<file path="config.mk">
export PLATFORM = sky130hd
export DESIGN_NAME = mcu_subsys_bus_arbiter
export DESIGN_NICKNAME = d
export VERILOG_FILES = /design/src/rtl/mcu_subsys_bus_arbiter.sv
export SDC_FILE = /design/constraint.sdc
export NUM_CORES = 1
export LEC_CHECK = 0
export ABC_AREA = 1
export CORE_ASPECT_RATIO = 0.7
export CORE_MARGIN = 8
export CORE_UTILIZATION = 30
export CTS_CLUSTER_SIZE = 25
export DETAILED_ROUTE_END_ITERATION = 10
export GPL_ROUTABILITY_DRIVEN = 0
export GPL_TIMING_DRIVEN = 0
export PLACE_DENSITY = 0.78
export REMOVE_ABC_BUFFERS = 1
export SYNTH_ARGS = -nofsm -noshare
export SYNTH_HDL_FRONTEND = slang
export SYNTH_SLANG_ARGS = --single-unit
</file>
<file path="constraint.sdc">
create_clock -name sys_clk -period 1.35 [get_ports sys_clk]
set_input_delay 0.2025 -clock sys_clk [delete_from_list [all_inputs] [get_ports sys_clk]]
set_output_delay 0.2025 -clock sys_clk [all_outputs]
set_load 0.02 [all_outputs]
</file>
<file path="src/rtl/mcu_subsys_bus_arbiter.sv">
// Two-master round-robin arbiter in front of the host bridge, with a per-transaction
// BUSY-cycle timeout that completes the stalled master with an error read value.
module mcu_subsys_bus_arbiter #(
    parameter int unsigned TIMEOUT_CYCLES = 256,
    parameter logic [31:0] ERR_RDATA      = 32'hDEADBEEF
) (
    input  logic        sys_clk,
    input  logic        rst,

    input  logic        m0_mem_valid,
    output logic        m0_mem_ready,
    input  logic [31:0] m0_mem_addr,
    input  logic [31:0] m0_mem_wdata,
    input  logic [3:0]  m0_mem_wstrb,
    output logic [31:0] m0_mem_rdata,

    input  logic        m1_mem_valid,
    output logic        m1_mem_ready,
    input  logic [31:0] m1_mem_addr,
    input  logic [31:0] m1_mem_wdata,
    input  logic [3:0]  m1_mem_wstrb,
    output logic [31:0] m1_mem_rdata,

    output logic        s_mem_valid,
    input  logic        s_mem_ready,
    output logic [31:0] s_mem_addr,
    output logic [31:0] s_mem_wdata,
    output logic [3:0]  s_mem_wstrb,
    input  logic [31:0] s_mem_rdata,

    output logic        timeout_flag,
    output logic [31:0] timeout_addr,
    input  logic        timeout_clr
);

    typedef enum logic [1:0] {IDLE, BUSY, ERR} state_t;

    localparam logic [15:0] CNT_LAST = 16'(TIMEOUT_CYCLES - 1);

    state_t      state;
    logic        grant;       // 0 = m0, 1 = m1
    logic        last_grant;
    logic [15:0] cnt;

    logic        g_valid;
    logic [31:0] g_addr;
    logic [31:0] g_wdata;
    logic [3:0]  g_wstrb;
    logic        busy;
    logic        err;
    logic        complete;
    logic        timeout_hit;
    logic        ready_any;
    logic [31:0] ready_data;

    // Combinational outputs are masked by rst so an in-flight completion cannot leak a ready.
    always_comb begin
        g_valid     = grant ? m1_mem_valid : m0_mem_valid;
        g_addr      = grant ? m1_mem_addr  : m0_mem_addr;
        g_wdata     = grant ? m1_mem_wdata : m0_mem_wdata;
        g_wstrb     = grant ? m1_mem_wstrb : m0_mem_wstrb;

        busy        = (state == BUSY) && !rst;
        err         = (state == ERR)  && !rst;
        complete    = busy && g_valid && s_mem_ready;
        timeout_hit = busy && g_valid && !s_mem_ready && (cnt == CNT_LAST);
        ready_any   = complete || err;
        ready_data  = err ? ERR_RDATA : s_mem_rdata;

        s_mem_valid = busy && g_valid;
        s_mem_addr  = busy ? g_addr  : '0;
        s_mem_wdata = busy ? g_wdata : '0;
        s_mem_wstrb = busy ? g_wstrb : '0;

        m0_mem_ready = ready_any && !grant;
        m1_mem_ready = ready_any &&  grant;
        m0_mem_rdata = (ready_any && !grant) ? ready_data : '0;
        m1_mem_rdata = (ready_any &&  grant) ? ready_data : '0;
    end

    always_ff @(posedge sys_clk) begin
        if (rst) begin
            state        <= IDLE;
            grant        <= 1'b0;
            last_grant   <= 1'b1;
            cnt          <= '0;
            timeout_flag <= 1'b0;
            timeout_addr <= '0;
        end else begin
            case (state)
                IDLE: begin
                    if (m0_mem_valid || m1_mem_valid) begin
                        grant <= (m0_mem_valid && m1_mem_valid) ? !last_grant : m1_mem_valid;
                        cnt   <= '0;
                        state <= BUSY;
                    end
                end
                BUSY: begin
                    if (!g_valid) begin
                        state <= IDLE;
                    end else if (s_mem_ready) begin
                        last_grant <= grant;
                        state      <= IDLE;
                    end else if (cnt == CNT_LAST) begin
                        timeout_addr <= g_addr;
                        state        <= ERR;
                    end else begin
                        cnt <= cnt + 16'd1;
                    end
                end
                ERR: begin
                    last_grant <= grant;
                    state      <= IDLE;
                end
                default: state <= IDLE;
            endcase

            if (timeout_hit) begin
                timeout_flag <= 1'b1;
            end else if (timeout_clr) begin
                timeout_flag <= 1'b0;
            end
        end
    end

endmodule
</file>
# Word-level counts from Yosys, hierarchy flattened
# Index checks and enable logic that the tools add are counted.
# totals
reg_bits	53
inputBits	174
# op_classes
n_bitwise	1
n_eq_ne	9
n_reduce_logical	24
muxes	26
n_addsub	1
# op_table
operator	n
32-bit 2-to-1 mux	7
16-bit 2-to-1 mux	4
16-bit one-hot mux with 2 select lines	1
16-bit by 1-bit adder with 16-bit output, second input constant	1
16-bit by 8-bit equality test with 1-bit output, second input constant	1
2-bit != test, second input constant	5
1-bit logical AND	9
2-bit 2-to-1 mux	4
4-bit 2-to-1 mux	2
1-bit 2-to-1 mux	6
2-bit nonzero test	3
5-bit AND reduction	1
1-bit zero test	4
4-bit by 3-bit != test with 1-bit output, second input constant	1
2-bit one-hot mux with 2 select lines	1
2-bit AND reduction	2
4-bit AND reduction	1
3-bit AND reduction	1
2-bit by 1-bit equality test with 1-bit output, second input constant	1
2-bit equality test, second input constant	1
2-bit zero test	1
1-bit logical OR	2
1-bit one-hot mux with 2 select lines	1
1-bit inverter	1

# Longest topological paths before layout
# depth
word_depth	7
ltp_mapped	11
ltp_nobuf	11

# Least setup slack after synthesis
# Ideal clock, no wire load.
# synth_path
path_kind	register to output
start	register grant
end	output m0_mem_rdata[14]
path_slack_ps	-369
required_ps	1148
t_arrival_ps	1516
path_stages_with_launch	8
cell_sequence	dfxtp_1 buf_6 o21ai_2 nand3_1 nand2_2 nand3_2 buf_2 nor3_1
# synth_via
elab_chain_len	6
elab_cells_between_ends	7
classes_between	mux (2); reduce/logical (5)
# synth_rtl
item	line_no	text
start, declared	41	logic grant;
start signal, assigned	93	grant <= (m0_mem_valid && m1_mem_valid) ? !last_grant : m1_mem_valid;
1-bit 2-to-1 mux	58	g_valid = grant ? m1_mem_valid : m0_mem_valid;
1-bit logical AND (2 in a row)	65	complete = busy && g_valid && s_mem_ready;
1-bit logical OR	67	ready_any = complete || err;
1-bit logical AND (*)	77	m0_mem_rdata = (ready_any && !grant) ? ready_data : '0;
32-bit 2-to-1 mux (*)	77	
end, declared	15	output logic [31:0] m0_mem_rdata,
# Every way passes the cells marked *; elsewhere a longest branch is shown, timed or not.

# Worst setup path in the final report
# layout_path
start	input m1_mem_valid
end	output m1_mem_rdata[22]
# layout_via
elab_chain_len	6
# layout_rtl
item	line_no	text
start, declared	17	input logic m1_mem_valid,
1-bit 2-to-1 mux	58	
1-bit logical AND (2 in a row)	65	
1-bit logical OR	67	
1-bit logical AND	78	m1_mem_rdata = (ready_any && grant) ? ready_data : '0;
32-bit 2-to-1 mux	78	
end, declared	22	output logic [31:0] m1_mem_rdata,
# No other way between the ends.

==> impl_metrics.env <==
export IMPL_min_path_cells=2
export IMPL_dieWidth_um=157
export IMPL_totalWireLength_um=29900
export IMPL_hp_class="reg -> reg"
export IMPL_final_period_utilization_pct=159
export IMPL_floorplan_die_area_um2=17900
export IMPL_core_area_um2=13700
export IMPL_remaining_drc_errors=0
export IMPL_skew_ns=0.0136
export IMPL_worstPathArrival_ns=1.95
export IMPL_worst_slew_pin_slew_ns=0.615
export IMPL_most_common_layout_cells="nand2_1 (181), clkdlybuf4s50_1 (171), buf_6 (102)"
export IMPL_whs_ns=0.446
export IMPL_rr_endpoint="timeout_addr[28]"
export IMPL_vdd_drop_max_v=0.000472
export IMPL_cap_violations=0
export IMPL_rows=36
export IMPL_dp_cells=1173
export IMPL_synth_area_um2=4160
export IMPL_grt_ovfl_total=0
export IMPL_synth_top_cell_area_share_pct=25.5
export IMPL_setup_viol=187
export IMPL_p_per_area_nw_per_um2=513
export IMPL_min_from="timeout_addr[1]"
export IMPL_worstSetupPathType="in -> out"
export IMPL_final_common_cell="nand2_1"
export IMPL_ys_warn_count=0
export IMPL_violations="negative setup slack"
export IMPL_cts_buffers=5
export IMPL_grt_max_degree=42
export IMPL_status="finished, violations left"
export IMPL_clock_sinks=53
export IMPL_io_pins=342
export IMPL_drive_gt1_share_pct=43.0
export IMPL_setup_ws_ns=-0.800
export IMPL_syn_to_final_growth_pct=151
export IMPL_reg2reg_slack_ns=-0.45
export IMPL_drtIter0Drc=476
export IMPL_die_y_um=115
export IMPL_synth_cell_type_count=29
export IMPL_clkLatencyLatePin_ns=0.30
export IMPL_track_usage_pct=27.1
export IMPL_clockRootBuffer="clkbuf_16"
export IMPL_synth_largest_area_cell="dfxtp_1"
export IMPL_p_leak_nw=4.71
export IMPL_critPathLaunchType="input port"
export IMPL_antenna_found_initial=3
export IMPL_post_place_ws_ns=-2.93
export IMPL_grt_pass1_vias=6280
export IMPL_ys_seq_elements=53
export IMPL_cts_hold_buf=0
export IMPL_synth_area_per_cell_um2=6.08
export IMPL_antenna_left=0
export IMPL_initial_core_util_pct=30.3
export IMPL_cts_path_max_buffers=2
export IMPL_finish_utilization_pct=76.0
export IMPL_placed_cell_area_um2=7610
export IMPL_hold_path_end="timeout_addr[1]"
export IMPL_io_buffer_count=341
export IMPL_synthCells=684
export IMPL_max_slew_margin_pct=59.0
export IMPL_yosysSeqAreaShare_pct=25.5
export IMPL_period_minus_slack_ns=2.15
export IMPL_finalPower_mw=5.36
export IMPL_vias=6667
export IMPL_path_clk_slew_ns=0.07
export IMPL_slew_viol_final=0
export IMPL_clock_fmax_ghz=0.465
export IMPL_stdcell_area_um2=10400
export IMPL_r2r_start="grant"
export IMPL_end_kind="primary output"
export IMPL_dp_hpwl_um=15800
export IMPL_firstDrtPassIters=7
export IMPL_r2r_cells=11
export IMPL_htree_levels=2
export IMPL_wire_per_inst_um=23.2
export IMPL_cts_tree="yes"
export IMPL_synthTopCellsByArea="dfxtp_1 (26%), nand2_1 (18%), a21oi_1 (12%)"
export IMPL_hold_violations=0
export IMPL_grt_pass1_wl_um=37300
export IMPL_tns_ns=-99.95
export IMPL_vias_per_cell=5.18
export IMPL_path_max_fanout=8
export IMPL_layout_nets=1269
export IMPL_rsz0062_at_grt="true"
export IMPL_stdcell_count=1288
export IMPL_crit_required_ns=1.15
final cells by class:
class / count / area (um^2)
Antenna cell: 3 / 7.51
Clock buffer: 6 / 129
Clock inverter: 2 / 38.8
Fill cell: 834 / 3290
Inverter: 97 / 443
Multi-Input combinational cell: 501 / 3810
Sequential cell: 53 / 1070
Tap cell: 190 / 238
Timing Repair Buffer: 426 / 4580
Timing Repair inverter: 10 / 123
registers in the layout, summed over array words and instances, names as in the netlist:
register	count
grant	1
last_grant	1
timeout_addr	32
state	2
cnt	16
timeout_flag	1
per-layer routing:
metal	track usage, %	share of wire (%)
met1	30.6	37
met2	45.7	48
met3	7.99	9.3
met4	13.7	6.3
met5	0	0
where the power goes:
part           switching, mW  internal (mW)  total (mW)
logic                   1.11           1.16        2.27
clock network          0.624          0.882        1.51
registers             0.0104           1.57        1.58
cell families (layout without fill, tap and decap cells):
| kind of cell | Yosys count | count (layout) | share of synthesized area (%) |
|---|---|---|---|
| flops | 53 | 53 | 25.5 |
| simple gates | 321 | 331 | 32.5 |
| fa+ha+maj | 1 | 1 | 0.301 |
| buf+inv | 140 | 541 | 14.3 |
| xor+xnor | 3 | 3 | 0.632 |
| compound gates | 134 | 134 | 19.0 |
| other cells | 0 | 3 | 0 |
| mux | 32 | 32 | 7.70 |
worst max-delay path, cell delays in order:
cell             delay [ns]
clkdlybuf4s50_1        0.59
nand2_2                0.11
o21ai_4                0.09
nand3_4                0.17
nand2_8                0.17
nand3_4                0.11
buf_8                  0.17
nor3_2                 0.13
buf_4                  0.18
cell usage after synthesis:
| cell | count |
|---|---|
| nand2_1 | 197 |
| a21oi_1 | 96 |
| inv_1 | 87 |
| nor2_1 | 63 |
| dfxtp_1 | 53 |
| mux2i_1 | 32 |
| a21oi_2 | 30 |
| nand3_1 | 23 |
| nor3_1 | 20 |
| buf_2 | 15 |
| clkbuf_1 | 12 |
| buf_1 | 8 |
| inv_2 | 8 |
| o21ai_0 | 6 |
| buf_6 | 5 |
| nand2_2 | 5 |
| nand3_2 | 4 |
| buf_4 | 3 |
| nand4_1 | 3 |
| xnor2_1 | 3 |
| nand2_4 | 2 |
| nor2_4 | 2 |
| a21o_1 | 1 |
| clkinv_2 | 1 |
| ha_1 | 1 |
| inv_4 | 1 |
| nor2_2 | 1 |
| nor2_8 | 1 |
| o21ai_2 | 1 |
worst max path at each step:
stage	start	endpoint	slack, ns	depth (start not counted)
after floorplan	grant	m1_mem_rdata[14]	-2.40	6
after global placement	grant	m0_mem_ready	-4.41	4
after detailed placement	rst	m0_mem_rdata[24]	-2.93	5
after CTS	grant	m0_mem_rdata[4]	-0.65	7
after global routing	m1_mem_valid	m1_mem_rdata[22]	-0.82	9
final	m1_mem_valid	m1_mem_rdata[22]	-0.80	9
repair_timing:
action,in CTS,in global routing
resized for setup,810,337
setup endpoints to repair,221,221
hold endpoints to repair,0,0
cloned,18,9
pin swaps,14,30
setup buffers,38,40
Note: power is estimated with default switching activity, not from simulation.
